[src/rtl/pulpemu_ref_clk_ctrl.sv]
// Runtime-programmable reference clock divider for the emulator. Divisor and
// enable changes are applied only at a period boundary, so ref_clk_o never glitches.
module pulpemu_ref_clk_ctrl #(
  parameter int unsigned DIV_WIDTH   = 16,
  parameter int unsigned DEFAULT_DIV = 256,
  parameter bit          START_EN    = 1'b1
) (
  input  logic                 clk_i,
  input  logic                 rstn_i,
  input  logic                 cfg_req_i,
  input  logic [DIV_WIDTH-1:0] cfg_div_i,
  input  logic                 cfg_en_i,
  output logic                 cfg_ack_o,
  output logic                 ref_clk_o,
  output logic                 ref_rise_o,
  output logic                 busy_o,
  output logic [DIV_WIDTH-1:0] div_o
);

  typedef enum logic [1:0] {
    ST_STOPPED = 2'd0,
    ST_RUNNING = 2'd1,
    ST_PENDING = 2'd2
  } state_e;

  localparam logic [DIV_WIDTH-1:0] DIV_ONE = DIV_WIDTH'(1);
  localparam logic [DIV_WIDTH-1:0] DIV_MIN = DIV_WIDTH'(2);
  localparam logic [DIV_WIDTH-1:0] DIV_RST = DIV_WIDTH'(DEFAULT_DIV);
  localparam state_e               ST_RST  = START_EN ? ST_RUNNING : ST_STOPPED;

  // Divisors below 2 cannot form a high and a low phase, so they saturate at 2.
  function automatic logic [DIV_WIDTH-1:0] sat_div(input logic [DIV_WIDTH-1:0] d);
    return (d < DIV_MIN) ? DIV_MIN : d;
  endfunction

  state_e               state_q, state_d;
  logic [DIV_WIDTH-1:0] cnt_q, cnt_d;
  logic [DIV_WIDTH-1:0] div_q, div_d;
  logic [DIV_WIDTH-1:0] sh_div_q, sh_div_d;
  logic                 sh_en_q, sh_en_d;
  logic                 ack_q, ack_d;
  logic                 ref_q, ref_d;
  logic                 rise_q, rise_d;

  logic                 accept;
  logic                 at_end;
  logic [DIV_WIDTH-1:0] req_div;

  assign req_div = sat_div(cfg_div_i);
  // The ack cycle masks the still-asserted request so it is not taken twice.
  assign accept  = cfg_req_i && !ack_q && (state_q != ST_PENDING);
  assign at_end  = (cnt_q == (div_q - DIV_ONE));

  always_comb begin
    state_d  = state_q;
    cnt_d    = cnt_q;
    div_d    = div_q;
    sh_div_d = sh_div_q;
    sh_en_d  = sh_en_q;
    ack_d    = 1'b0;

    unique case (state_q)
      ST_STOPPED: begin
        cnt_d = '0;
        if (accept) begin
          div_d   = req_div;
          ack_d   = 1'b1;
          state_d = cfg_en_i ? ST_RUNNING : ST_STOPPED;
        end
      end
      ST_RUNNING: begin
        cnt_d = at_end ? '0 : (cnt_q + DIV_ONE);
        if (accept) begin
          if (at_end) begin
            div_d   = req_div;
            ack_d   = 1'b1;
            state_d = cfg_en_i ? ST_RUNNING : ST_STOPPED;
          end else begin
            sh_div_d = req_div;
            sh_en_d  = cfg_en_i;
            state_d  = ST_PENDING;
          end
        end
      end
      ST_PENDING: begin
        cnt_d = at_end ? '0 : (cnt_q + DIV_ONE);
        if (at_end) begin
          div_d   = sh_div_q;
          ack_d   = 1'b1;
          state_d = sh_en_q ? ST_RUNNING : ST_STOPPED;
        end
      end
      default: begin
        state_d = ST_RST;
        cnt_d   = '0;
      end
    endcase

    // Output flop is fed from next-state values so it tracks the counter exactly.
    ref_d  = (state_d != ST_STOPPED) && (cnt_d >= (div_d >> 1));
    rise_d = ref_d && !ref_q;
  end

  always_ff @(posedge clk_i or negedge rstn_i) begin
    if (!rstn_i) begin
      state_q <= ST_RST;
      cnt_q   <= '0;
      div_q   <= DIV_RST;
      ack_q   <= 1'b0;
      ref_q   <= 1'b0;
      rise_q  <= 1'b0;
    end else begin
      state_q <= state_d;
      cnt_q   <= cnt_d;
      div_q   <= div_d;
      ack_q   <= ack_d;
      ref_q   <= ref_d;
      rise_q  <= rise_d;
    end
  end

  // Shadow values are only consumed from PENDING, which is always entered after a load.
  always_ff @(posedge clk_i) begin
    sh_div_q <= sh_div_d;
    sh_en_q  <= sh_en_d;
  end

  assign cfg_ack_o  = ack_q;
  assign ref_clk_o  = ref_q;
  assign ref_rise_o = rise_q;
  assign busy_o     = (state_q == ST_PENDING);
  assign div_o      = div_q;

endmodule

[config.mk]
export PLATFORM = sky130hd
export DESIGN_NAME = pulpemu_ref_clk_ctrl
export DESIGN_NICKNAME = d
export VERILOG_FILES = /design/src/rtl/pulpemu_ref_clk_ctrl.sv
export SDC_FILE = /design/constraint.sdc
export NUM_CORES = 1
export LEC_CHECK = 0
export CAP_MARGIN = 20
export CORE_MARGIN = 1.5
export CORE_UTILIZATION = 58
export CTS_CLUSTER_SIZE = 28
export DETAILED_ROUTE_END_ITERATION = 7
export GPL_TIMING_DRIVEN = 0
export PLACE_DENSITY = 0.81
export SLEW_MARGIN = 20
export SYNTH_ARGS = -nofsm -noshare
export SYNTH_HDL_FRONTEND = slang
export SYNTH_SLANG_ARGS = --single-unit
export TNS_END_PERCENT = 5
[constraint.sdc]
create_clock -name clk_i -period 6.9 [get_ports clk_i]
set_input_delay 1.035 -clock clk_i [delete_from_list [all_inputs] [get_ports clk_i]]
set_output_delay 1.035 -clock clk_i [all_outputs]
set_load 0.02 [all_outputs]
* Word level (Yosys, flattened, before mapping)
Index checks and enable logic that the tools add are counted.
Widths: inputs -> output; s select.
** Word-level totals
- Register bits after elaboration :: 54
- Input bits :: 20
- Output and inout bits :: 20
- Word-level logic and storage cells :: 53
** Operators by class
- $add $sub $neg :: 2
- Magnitude comparators :: 2
- Eq/ne operators :: 8
- Muxes and demuxes :: 19
- Bitwise logic cells :: 1
- Reductions and logical operators :: 12
** Operators with widths (count)
- $mux 16 :: 7
- $pmux 16 s3 :: 1
- $add 16x1->16 const B :: 1
- $eq 16x16->1 :: 1
- $ge 16x15->1 :: 1
- $lt 16x2->1 const B :: 1
- $sub 16x1->16 const B :: 1
- $mux 2 :: 4
- $ne 2x2->1 const B :: 4
- $pmux 2 s3 :: 1
- $mux 1 :: 5
- $reduce_and 5->1 :: 1
- $logic_and 1x1->1 :: 4
- $pmux 1 s3 :: 1
- $reduce_and 3->1 :: 1
- $reduce_bool 3->1 :: 1
- $eq 2x1->1 const B :: 1
- $eq 2x2->1 const B :: 1
- $logic_not 1->1 :: 2
- $logic_not 2->1 :: 1
- $ne 2x1->1 const B :: 1
- $reduce_bool 2->1 :: 1
- $reduce_or 2->1 :: 1
- $not 1->1 :: 1

* Depth between registers and ports, before layout
Gate-level depths: netlist of the first run.
- Depth in word-level cells :: 8
- Gate-level depth with buffers :: 21
- Gate-level depth less buffers :: 19

* Worst setup path before layout of the first run
OpenSTA, ideal clock, no wires.
- Path kind :: register -> register
- Start point :: register div_q[0] (netlist: div_o[0])
- End point :: register rise_q (netlist: ref_rise_o)
- Setup time :: 0.127 ns
- Arrival :: 4.652 ns
- Required time :: 6.773 ns
- Path slack :: 2.121 ns
- Cell stages (with the launch flop) :: 22
- Buffers on the path :: 2
- Clock period less this slack :: 4.779 ns
- Path through :: dfrtp_1 inv_1 ha_1 or3b_4 or4_1 a32o_1 nor4_2 and4_1 buf_4 a21oi_2 or4_4 buf_6 a221o_1 ha_1 nand2b_1 a21oi_1 nor2b_1 o211ai_1 a31oi_1 o221ai_1 a32oi_1 nor2b_1
** Between the ends
- Word-level cells in the longest chain between the ends :: 8
- Elaborated cells on any way between the ends :: 16
- Those cells by class :: add/sub: 1; order compare: 1; eq/ne: 1; mux: 10; reduce/logical: 3
** Ends and longest elaborated chain
- start: declaration :: line 38 : logic [DIV_WIDTH-1:0] div_q, div_d;
- start signal: assignment :: line 115 : div_q <= div_d;
- $sub 16x1->16 (*) :: line 52 : assign at_end = (cnt_q == (div_q - DIV_ONE));
- $eq 16x16->1 (*) :: line 52
- $mux 16 :: line 74 : if (at_end) begin
- $mux 16 :: line 73 : if (accept) begin
- $pmux 16 s3 (*) :: line 62 : unique case (state_q)
- via div_d[1] :: line 38
- $ge 16x15->1 (*) :: line 100 : ref_d = (state_d != ST_STOPPED) && (cnt_d >= (div_d >> 1));
- $logic_and 1x1->1 (*) :: line 100
- via ref_d :: line 42 : logic ref_q, ref_d;
- $logic_and 1x1->1 (*) :: line 101 : rise_d = ref_d && !ref_q;
- via rise_d :: line 43 : logic rise_q, rise_d;
- end signal: assignment :: line 118 : rise_q <= rise_d;
- end: declaration :: line 43
Mark *: on every way through the listed nets, which the timed path passes. The rest lies on a longest branch. The select of a mux whose other input is x is not followed.
A chain may end at the register's enable or synchronous reset.

* Worst setup path after layout of the first run
- Start point :: register div_q[0] (netlist: div_o[0])
- End point :: register rise_q (netlist: ref_rise_o)
** Between the ends
- Elaborated cells on any way between the ends :: 16
- Those cells by class :: add/sub: 1; order compare: 1; eq/ne: 1; mux: 10; reduce/logical: 3
** RTL lines
- $sub 16x1->16 :: line 52
- $eq 16x16->1 :: line 52
- $mux 16 :: line 72, 86
- $mux 16
- via cnt_d[11] :: line 37 : logic [DIV_WIDTH-1:0] cnt_q, cnt_d;
- $ge 16x15->1 :: line 100
- $logic_and 1x1->1 :: line 100
- via ref_d :: line 42
- $logic_and 1x1->1 :: line 101
- via rise_d :: line 43
The timed path passes the listed nets, and every way through them passes these cells. The select of a mux whose other input is x is not followed.

==> results.tsv, run 1 <==
metric	value	unit
Worst Hold Class	flip-flop to flip-flop	
pin count of the biggest net entering global routing	28	
# setup viols final	0	
Synth Instances	413	
CTS sink cnt	54	
Final min period	5710	ps
critical path endpoint category	flip-flop	
worst endpoint required time	7150	ps
Final Hold Vio Count	0	
Initial Utilization	0.607	
multi-input logic area	2210	µm²
top sig layer	met4	
Main synth FF type	dfrtp_1	
FILL cells	491	
flops & latches, synth	54	
vias per inst	6.60	
Post-CTS Resized	0	
share of layout cells above drive strength 1	0.0714	
antenna-violating nets left	0	
Critical path origin	div_o[0]	
DR WL/cell	19.2	µm
total wire length	10300	µm
switching share of power	0.462	
Post-synth EDFFs	17	
min-delay src	ref_clk_o	
First-pass DRT Iterations	5	
# IOs	40	
cts bufs inserted	5	
Worst-Margin Slew	839	ps
Final nets	502	
Clock Latency Late Sink	310	ps
ant diodes	0	
Hold Crit Endpoint	ref_rise_o	
Clock Path Buffers	2	
core area	6390	µm²
synthesized cell area	3870	µm²
H-tree level count	2	
Post-synth ARST share	0.685	
largest fanout on the critical path	10	
mean area per synthesized cell	9.38	µm²
Yosys cell types	67	
Residual DRC	0	
max-cap viol count	0	
reg2reg path depth	18	
Die Area	7180	µm²
DP HPWL	8080	µm
WL met3	853	µm
Internal	946	µW
P_leak	0.00174	µW
Warnings, synthesis	0	
postcts setup bufs	0	
Slew headroom	0.441	
P_sw	814	µW
Met1 Wirelength	4340	µm
placer congestion estimate	0.928	
Final Power	1760	µW
initial DRC count	230	
Synthesized Nets	454	
gr usage total	0.299	
Peak VDD IR	0.000230	V
initial antenna violation count	0	
worst reg2reg endpoint	ref_rise_o	
Worst Hold Slack	452	ps
sequential share of power	0.267	
global-route wire length before repair	16900	µm
critical path class	flip-flop to flip-flop	
Max Fclk	175	MHz
vias	3557	
fin crit share	0.828	
Comb pwr share	0.620	
worst reg-to-reg setup slack	1190	ps
vias in the first global route	3452	
sequential area share after synthesis	0.371	
Die W	84.7	µm
hold_buf cts	0	
Die Height	84.7	µm
critical path startpoint category	flip-flop	
Worst Hold Path Cells	1	
I/O Buffers	39	
CTS tree	yes	
fin. max-slew vios	0	
clock share of power	0.113	
arrival time worst endpoint	5960	ps
Pwr per Cell Area	391	nW/µm²
skew final	12.8	ps
total gr overflow	0	
met2 WL	4900	µm
Register Area	1440	µm²
Layout area overhead	16.1	%
CTS Root Cell	clkbuf_8	
RSZ-0062 raised after global routing	false	
CTS clock-pin slew for the worst setup and hold paths	100	ps
Worst R2R Start	div_o[0]	
status	completed	
num rows	29	
total negative setup slack	0	ps
==> layout by cell type (no fill, tap or decap), types with 3 or more instances in the layout <==
cell	n
a211oi_1	3
a21oi_1	9
a221o_1	10
a221oi_1	8
a22oi_1	3
a31o_2	4
a31oi_1	8
a41oi_1	7
and2_1	5
and3_1	9
and4_1	4
buf_6	5
clkbuf_1	32
clkbuf_8	5
clkdlybuf4s50_1	38
dfrtp_1	35
edfxtp_1	17
ha_1	21
inv_1	15
mux2i_1	3
nand2_1	26
nand2b_1	3
nand3_1	12
nand4_1	9
nor2_1	30
nor2b_1	6
nor3_1	6
nor3b_1	7
nor4_1	9
o211ai_1	3
o21a_1	8
o21ai_0	10
o221ai_1	3
o2bb2a_1	4
or2_2	3
or3_1	4
xnor2_1	16
xor2_1	18
==> state kept, by name, summed over array words and instances (netlist names) <==
name        count
cnt_q          16
div_o          16
sh_div_q       16
state_q         2
cfg_ack_o       1
ref_clk_o       1
ref_rise_o      1
sh_en_q         1
==> cell type report <==
cell class,count,share of cell area
multi-input cells,307,0.492
flip-flops and latches,54,0.320
repair buffers,41,0.0926
plain buffers,37,0.0384
clock buffers,7,0.0217
well taps,77,0.0214
inverters,15,0.0125
clock inverters,1,0.00167
==> logic make-up after synthesis <==
logic type,share of synthesized area
buffers and inverters,0.0591
AO/OA/AOI/OAI,0.209
multiplexers,0.00775
adder cells (fa/ha/maj),0.0678
AND/OR/NAND/NOR,0.209
flip-flops,0.371
XOR/XNOR,0.0768
==> through the flow <==
step	worst slack [ps]	cells	utilization	instance area, µm²
global route	827	539	0.704	4500
finish	1190	539	0.704	4500
floorplan	2120	413	-	3870
global placement	1270	529	0.683	4360
detailed placement	1300	531	0.688	4390
CTS	1260	539	0.704	4500
==> power by group through the flow <==
stage	Sequential [µW]	Clock, µW	Combinational (µW)
floorplan	502	0	713
global placement	473	0	1040
detailed placement	476	0	1060
CTS	469	200	1070
global route	478	214	1190
finish	470	199	1090
==> worst max-delay path, cell delays in order, from the launching register on <==
cell and delay, ps:
dfrtp_1 470, inv_1 110, ha_1 270, or3b_4 420, or4_1 440, a32o_1 280
a2111o_1 380, or4_1 440, clkbuf_1 210, o21ai_1 520, clkbuf_1 460, nor2_1 160
ha_1 330, and4_1 200, o21ai_0 100, a31oi_1 270, o221ai_1 200, a32oi_1 230
nor2b_1 170
==> routing by layer <==
metal  global-route usage  up-vias
li1                     -     1647
met1                0.406     1714
met2                0.472      168
met3               0.0639       28
met4                0.116        0
met5                    0        -
==> Yosys cell counts, drive strengths merged (3+ instances only) <==
| library cell | count | area share |
|---|---|---|
| dfrtp | 35 | 0.23 |
| clkbuf | 31 | 0.030 |
| nor2 | 30 | 0.029 |
| nand2 | 26 | 0.025 |
| ha | 21 | 0.068 |
| xor2 | 18 | 0.041 |
| edfxtp | 17 | 0.13 |
| xnor2 | 16 | 0.036 |
| inv | 15 | 0.015 |
| nand3 | 12 | 0.015 |
| o21ai | 12 | 0.015 |
| nor4 | 11 | 0.021 |
| a21oi | 10 | 0.014 |
| a221o | 10 | 0.026 |
| and3 | 9 | 0.015 |
| nand4 | 9 | 0.015 |
| a221oi | 8 | 0.018 |
| a31oi | 8 | 0.013 |
| nor3 | 8 | 0.012 |
| o21a | 8 | 0.015 |
| a41oi | 7 | 0.016 |
| nor3b | 7 | 0.014 |
| buf | 6 | 0.015 |
| nor2b | 6 | 0.0097 |
| and2 | 5 | 0.0081 |
| a31o | 4 | 0.0090 |
| and4 | 4 | 0.0090 |
| o2bb2a | 4 | 0.010 |
| or3 | 4 | 0.0065 |
| a211oi | 3 | 0.0058 |
| a22oi | 3 | 0.0058 |
| mux2i | 3 | 0.0077 |
| nand2b | 3 | 0.0048 |
| o211ai | 3 | 0.0058 |
| o221ai | 3 | 0.0068 |
| or2 | 3 | 0.0048 |
| or4 | 3 | 0.0068 |
==> worst max-delay path by stage <==
stage,to,depth (start not counted)
after global placement,ref_rise_o,18
after global routing,ref_rise_o,18
final,ref_rise_o,18
after floorplan,ref_rise_o,21
after CTS,ref_rise_o,18
after detailed placement,ref_rise_o,18
Note: power is estimated with default switching activity, not from simulation.
==> run 2, diff against run 1 <==
--- a/config.mk
+++ b/config.mk
@@ -7,11 +7,11 @@
 export LEC_CHECK = 0
 export CAP_MARGIN = 20
 export CORE_MARGIN = 1.5
-export CORE_UTILIZATION = 58
+export CORE_UTILIZATION = 52
 export CTS_CLUSTER_SIZE = 28
 export DETAILED_ROUTE_END_ITERATION = 7
 export GPL_TIMING_DRIVEN = 0
-export PLACE_DENSITY = 0.81
+export PLACE_DENSITY = 0.77
 export SLEW_MARGIN = 20
 export SYNTH_ARGS = -nofsm -noshare
 export SYNTH_HDL_FRONTEND = slang
==> constraint.sdc (replaced) <==
create_clock -name clk_i -period 5.1 [get_ports clk_i]
set_input_delay 0.765 -clock clk_i [delete_from_list [all_inputs] [get_ports clk_i]]
set_output_delay 0.765 -clock clk_i [all_outputs]
set_load 0.02 [all_outputs]
==> run 2 against run 1 <==
  * Maximum frequency increased by 14%
  * Highest routed layer unchanged
  * Sequential power increased by 36%
  * Clock skew decreased by 6.8 ps
  * Register-to-register slack got worse by 1100 ps
  * Sequential share of layout area decreased by 1.3 points
  * Largest cell class unchanged
  * Die area increased by 11%
  * Via count increased by 0.39%
==> results.tsv, run 2 (same netlist as run 1, synthesis figures left out) <==
metric	value	unit	change
fin. max-slew vios	0		unchanged
hold_buf cts	0		unchanged
initial DRC count	262		was 230
met3 Resource Use GR	0.0489		was 0.0639
fin util	0.651		was 0.704
# setup viols final	0		unchanged
reg2reg path depth	19		was 18
final setup margin	67.2	ps	was 1190 ps
Comb pwr share	0.640		was 0.620
max-cap viol count	0		unchanged
I/O Buffers	39		unchanged
share of layout cells above drive strength 1	0.136		was 0.0714
switching share of power	0.463		was 0.462
CTS Root Cell	clkbuf_8		unchanged
worst reg2reg endpoint	ref_rise_o		unchanged
Final min period	5030	ps	was 5710 ps
critical path endpoint category	flip-flop		unchanged
Final nets	510		was 502
most used routing layer	met2		unchanged
CTS clock-pin slew for the worst setup and hold paths	100	ps	about the same
worst reg-to-reg setup slack	70	ps	was 1190 ps
Initial Utilization	0.537		was 0.607
vias in the first global route	3407		was 3452
Final Hold Vio Count	0		unchanged
gr usage total	0.283		was 0.299
H-tree level count	2		unchanged
P_sw	1180	µW	was 814 µW
Die Height	89.3	µm	was 84.7 µm
Die W	89.3	µm	was 84.7 µm
core area	7210	µm²	was 6390 µm²
multi-input logic area	2310	µm²	was 2210 µm²
DP HPWL	8240	µm	was 8080 µm
clock share of power	0.109		was 0.113
First-pass DRT Iterations	5		unchanged
CTS sink cnt	54		unchanged
num rows	31		was 29
GR Layer Usage met2	0.463		was 0.472
worst endpoint required time	5350	ps	was 7150 ps
Internal	1360	µW	was 946 µW
# IOs	40		unchanged
Slew headroom	0.470		was 0.441
Worst Hold Class	input pin to asynchronous set/reset pin		was flip-flop to flip-flop
ant diodes	0		unchanged
sequential share of power	0.251		was 0.267
skew final	6.02	ps	was 12.8 ps
Pwr per Cell Area	541	nW/µm²	was 391 nW/µm²
Max Fclk	199	MHz	was 175 MHz
Register Area	1440	µm²	about the same
Worst R2R Start	div_o[3]		was div_o[0]
Layout area overhead	21.1	%	was 16.1%
fin crit share	0.987		was 0.828
Peak VDD IR	0.000319	V	was 0.000230 V
total negative setup slack	0	ps	unchanged
critical path class	flip-flop to flip-flop		unchanged
leading cell type in the layout, fill and taps excluded	clkdlybuf4s50_1		unchanged
critical path startpoint category	flip-flop		unchanged
commonest non-fill, non-tap cells in the layout	clkdlybuf4s50_1 (38), dfrtp_1 (32), nor2_1 (30), clkbuf_1 (27), nand2_1 (26)		was clkdlybuf4s50_1 (38), dfrtp_1 (35), clkbuf_1 (32), nor2_1 (30), nand2_1 (26)
largest fanout on the critical path	10		unchanged
global-route wire length before repair	16900	µm	about the same
Residual DRC	0		unchanged
vias per inst	6.28		was 6.60
Clock Latency Late Sink	310	ps	about the same
Die Area	7980	µm²	was 7180 µm²
Clock Path Buffers	2		unchanged
pin count of the biggest net entering global routing	29		was 28
antenna-violating nets left	0		unchanged
arrival time worst endpoint	5280	ps	was 5960 ps
GRT met1 Usage	0.372		was 0.406
vias	3571		was 3557
Critical path origin	div_o[3]		was div_o[0]
DR WL/cell	18.8	µm	was 19.2 µm
Worst-Margin Slew	789	ps	was 839 ps
total gr overflow	0		unchanged
placer congestion estimate	0.893		was 0.928
P_leak	0.00181	µW	was 0.00174 µW
RSZ-0062 raised after global routing	true		was false
CTS tree	yes		unchanged
initial antenna violation count	0		unchanged
FILL cells	612		was 491
DP Worst Slack	-702	ps	was 1300 ps
cts bufs inserted	5		unchanged
status	completed		unchanged
Setup crit end	ref_rise_o		unchanged
total wire length	10700	µm	was 10300 µm
run 2: changes by cell type in the layout (fill, tap and decap cells not counted), sizes merged:
cell,previous run,this run
buf,9,19
inv,15,16
clkbuf,38,35
run 2: worst min-delay path by stage:
stage | cells past startpoint | to | slack [ps]
2_1_floorplan | 0 | cfg_ack_o | 470
6_report | 1 | div_o[15] | 320
3_5_place_dp | 1 | ref_rise_o | 430
5_1_grt | 1 | cfg_ack_o | 330
4_1_cts | 1 | div_o[15] | 330
3_3_place_gp | 1 | ref_rise_o | 420
run 2: timing repair:
item,4_1_cts,5_1_grt
setup endpoints to repair,2,2
setup buffers,4,7
pin swaps,4,12
resized for setup,19,8
run 2: worst max-delay path, stage by stage (launching register included):
cell and delay (ps):
dfrtp_1 420, buf_6 160, or3_1 400, or3_1 350
or4b_1 570, a21boi_2 190, and4_1 230, buf_6 120
a21oi_2 60, or4_4 550, a221o_1 390, ha_1 290
nand2b_1 110, a21oi_2 50, nor2b_1 120, o211ai_1 120
a31oi_2 280, o221ai_2 180, a32oi_2 220, nor2b_1 160
run 2: layout make-up:
| type | count | area share |
|---|---|---|
| well taps | 99 | 0.0264 |
| flip-flops and latches | 54 | 0.307 |
| plain buffers | 34 | 0.0341 |
| clock buffers | 6 | 0.0200 |
| inverters | 15 | 0.0120 |
| clock inverters | 2 | 0.00293 |
| multi-input cells | 307 | 0.492 |
| repair buffers | 52 | 0.106 |
run 2: metal layers:
metal | vias up | share of wire
li1 | 1668 | -
met1 | 1709 | 0.43
met2 | 160 | 0.47
met3 | 34 | 0.064
met4 | 0 | 0.036
met5 | - | 0
run 2: power groups by stage:
stage               Sequential [µW]  Combinational, µW  Clock (µW)
CTS                             634               1570         281
global route                    647               1760         299
detailed placement              644               1450           0
global placement                641               1410           0
floorplan                       680                964           0
finish                          637               1630         277
run 2: stage by stage:
step	std cells	power, µW	hold WS [ps]	cell area [µm²]
3_5_place_dp	553	2090	427	4420
5_1_grt	569	2710	330	4690
3_3_place_gp	551	2050	423	4390
6_report	569	2540	318	4690
2_1_floorplan	413	1640	469	3870
4_1_cts	563	2480	326	4630
==> run 3, diff against run 2 <==
--- a/config.mk
+++ b/config.mk
@@ -5,13 +5,13 @@
 export SDC_FILE = /design/constraint.sdc
 export NUM_CORES = 1
 export LEC_CHECK = 0
-export CAP_MARGIN = 20
 export CORE_MARGIN = 1.5
-export CORE_UTILIZATION = 52
+export CORE_UTILIZATION = 54
+export CTS_BUF_LIST = sky130_fd_sc_hd__clkbuf_2
 export CTS_CLUSTER_SIZE = 28
 export DETAILED_ROUTE_END_ITERATION = 7
 export GPL_TIMING_DRIVEN = 0
-export PLACE_DENSITY = 0.77
+export PLACE_DENSITY = 0.79
 export SLEW_MARGIN = 20
 export SYNTH_ARGS = -nofsm -noshare
 export SYNTH_HDL_FRONTEND = slang
==> run 3 against run 2 <==
  * Routed wire length increased by 0.79%
  * Critical path depth increased by 1
  * Cell count decreased by 1.2%
  * Core utilization increased by 2.3 points
  * Register-to-register slack got worse by 50 ps
  * Maximum frequency decreased by 0.89%
==> results.tsv, run 3 (same netlist as run 1, synthesis figures left out) <==
metric	value	unit	change
Die Area	7690	µm²	was 7980 µm²
leading cell type in the layout, fill and taps excluded	clkdlybuf4s50_1		unchanged
fin crit share	0.996		was 0.987
vias in the first global route	3460		was 3407
initial DRC count	223		was 262
placer congestion estimate	0.917		was 0.893
RSZ-0062 raised after global routing	true		unchanged
worst endpoint required time	5520	ps	was 5350 ps
Initial Utilization	0.564		was 0.537
Residual DRC	0		unchanged
CP cell instances	inv_2 > ha_4 > or3b_4 > or4_4 > a32o_2 > nor4_4 > and4_1 > buf_6 > a21oi_2 > or4_4 > a221o_1 > ha_1 > nand2b_1 > a21oi_1 > nor2b_1 > o211ai_1 > a31oi_1 > o221ai_1 > a32oi_1 > nor2b_2		was buf_6 > or3_1 > or3_1 > or4b_1 > a21boi_2 > and4_1 > buf_6 > a21oi_2 > or4_4 > a221o_1 > ha_1 > nand2b_1 > a21oi_2 > nor2b_1 > o211ai_1 > a31oi_2 > o221ai_2 > a32oi_2 > nor2b_1
vias per inst	6.40		was 6.28
critical path startpoint category	flip-flop		unchanged
# IOs	40		unchanged
Worst R2R Start	div_o[0]		was div_o[3]
Die Height	87.7	µm	was 89.3 µm
CTS sink cnt	54		unchanged
First-pass DRT Iterations	5		unchanged
gr usage total	0.295		was 0.283
Die W	87.7	µm	was 89.3 µm
DP Worst Slack	-522	ps	was -702 ps
worst reg2reg endpoint	ref_rise_o		unchanged
FILL cells	562		was 612
antenna-violating nets left	0		unchanged
# setup viols final	0		unchanged
H-tree level count	2		unchanged
DP HPWL	8280	µm	was 8240 µm
Worst-Margin Slew	816	ps	was 789 ps
DR WL/cell	19.2	µm	was 18.8 µm
ant diodes	0		unchanged
Worst Hold Class	input pin to asynchronous set/reset pin		unchanged
CP dominant cell by count	or4_4		
initial antenna violation count	0		unchanged
worst reg-to-reg setup slack	20	ps	was 70 ps
skew final	12.1	ps	was 6.02 ps
Max Fclk	197	MHz	was 199 MHz
cts bufs inserted	5		unchanged
CTS Root Cell	clkbuf_2		was clkbuf_8
total wire length	10800	µm	was 10700 µm
I/O Buffers	39		unchanged
CTS clock-pin slew for the worst setup and hold paths	270	ps	was 100 ps
Layout area overhead	19.4	%	was 21.1%
vias	3596		was 3571
Peak VDD IR	0.000298	V	was 0.000319 V
reg2reg path depth	20		was 19
max-cap viol count	0		unchanged
Crit. path cell count	20		was 19
pin count of the biggest net entering global routing	28		was 29
Final Hold Vio Count	0		unchanged
critical path endpoint category	flip-flop		unchanged
total negative setup slack	0	ps	unchanged
Clock Latency Late Sink	450	ps	was 310 ps
commonest non-fill, non-tap cells in the layout	clkdlybuf4s50_1 (38), dfrtp_1 (33), nor2_1 (30), clkbuf_1 (28), nand2_1 (26)		was clkdlybuf4s50_1 (38), dfrtp_1 (32), nor2_1 (30), clkbuf_1 (27), nand2_1 (26)
slowest stage cell, crit path	or4_4		was or4b_1
global-route wire length before repair	17200	µm	was 16900 µm
Final min period	5080	ps	was 5030 ps
Slew headroom	0.451		was 0.470
Final nets	506		was 510
critical path class	flip-flop to flip-flop		unchanged
Worst Path Buf+Inv	2		unchanged
status	completed		unchanged
total gr overflow	0		unchanged
largest fanout on the critical path	6		was 10
arrival time worst endpoint	5490	ps	was 5280 ps
fin. max-slew vios	0		unchanged
num rows	30		was 31
fin util	0.673		was 0.651
final setup margin	22.1	ps	was 67.2 ps
share of layout cells above drive strength 1	0.118		was 0.136
CP peak stage delay	550	ps	was 570 ps
CP top delay family	simple AND/OR/NAND/NOR gates		unchanged
P_leak	0.00179	µW	was 0.00181 µW
Pwr per Cell Area	538	nW/µm²	was 541 nW/µm²
Clock Path Buffers	2		unchanged
CTS tree	yes		unchanged
core area	6870	µm²	was 7210 µm²
-- run 3: how the worst max path moves through the flow --
stage	startpoint	to	slack [ps]
floorplan	div_o[0]	ref_rise_o	320
global placement	div_o[0]	ref_rise_o	-500
detailed placement	div_o[0]	ref_rise_o	-520
CTS	div_o[3]	ref_rise_o	3
global route	div_o[1]	ref_rise_o	-150
finish	div_o[0]	ref_rise_o	20
-- run 3: worst register-to-register path, cell delays in order, from the launching register on --
cell and delay, ps:
dfrtp_2 470, inv_2 80, ha_4 150, or3b_4 390, or4_4 430, a32o_2 280, nor4_4 320, and4_1 270
buf_6 130, a21oi_2 60, or4_4 550, a221o_1 400, ha_1 290, nand2b_1 90, a21oi_1 60, nor2b_1 110
o211ai_1 90, a31oi_1 280, o221ai_1 190, a32oi_1 240, nor2b_2 180
-- run 3: timing repair --
action | 4_1_cts | 5_1_grt
setup buffers | 4 | 3
endpoints found under the hold margin | 0 | 0
resized for setup | 15 | 7
hold buffers | 0 | 0
setup endpoints to repair | 2 | 2
pin swaps | 6 | 10
-- run 3: area by class of cell --
class	count	area (µm²)	area share
buffer	34	159	0.0344
clock inverter	3	63.8	0.0138
inverter	15	56.3	0.0122
multi-input combinational	307	2290	0.495
tap	96	120	0.0260
timing repair buffer	48	469	0.101
sequential	54	1440	0.312
clock buffer	5	25.0	0.00541
-- run 3: layer usage --
layer,up-vias,share of wire,GRT usage
li1,1665,-,-
met1,1739,0.42,0.400
met2,169,0.49,0.480
met3,23,0.066,0.0396
met4,0,0.021,0.113
met5,-,0,0
-- run 3: power breakdown --
part / internal (µW) / switching, µW / leakage (µW)
clock network: 130 / 138 / 0.0000506
logic: 665 / 920 / 0.00109
registers: 547 / 90.0 / 0.000646
-- run 3: stage by stage --
step                area (µm²)  instances  power, µW  hold slack, ps
finish                    4630        562       2490             151
global route              4630        562       2650             116
CTS                       4600        560       2450             129
detailed placement        4420        550       2090             435
global placement          4390        548       2040             416
floorplan                 3870        413       1640             469
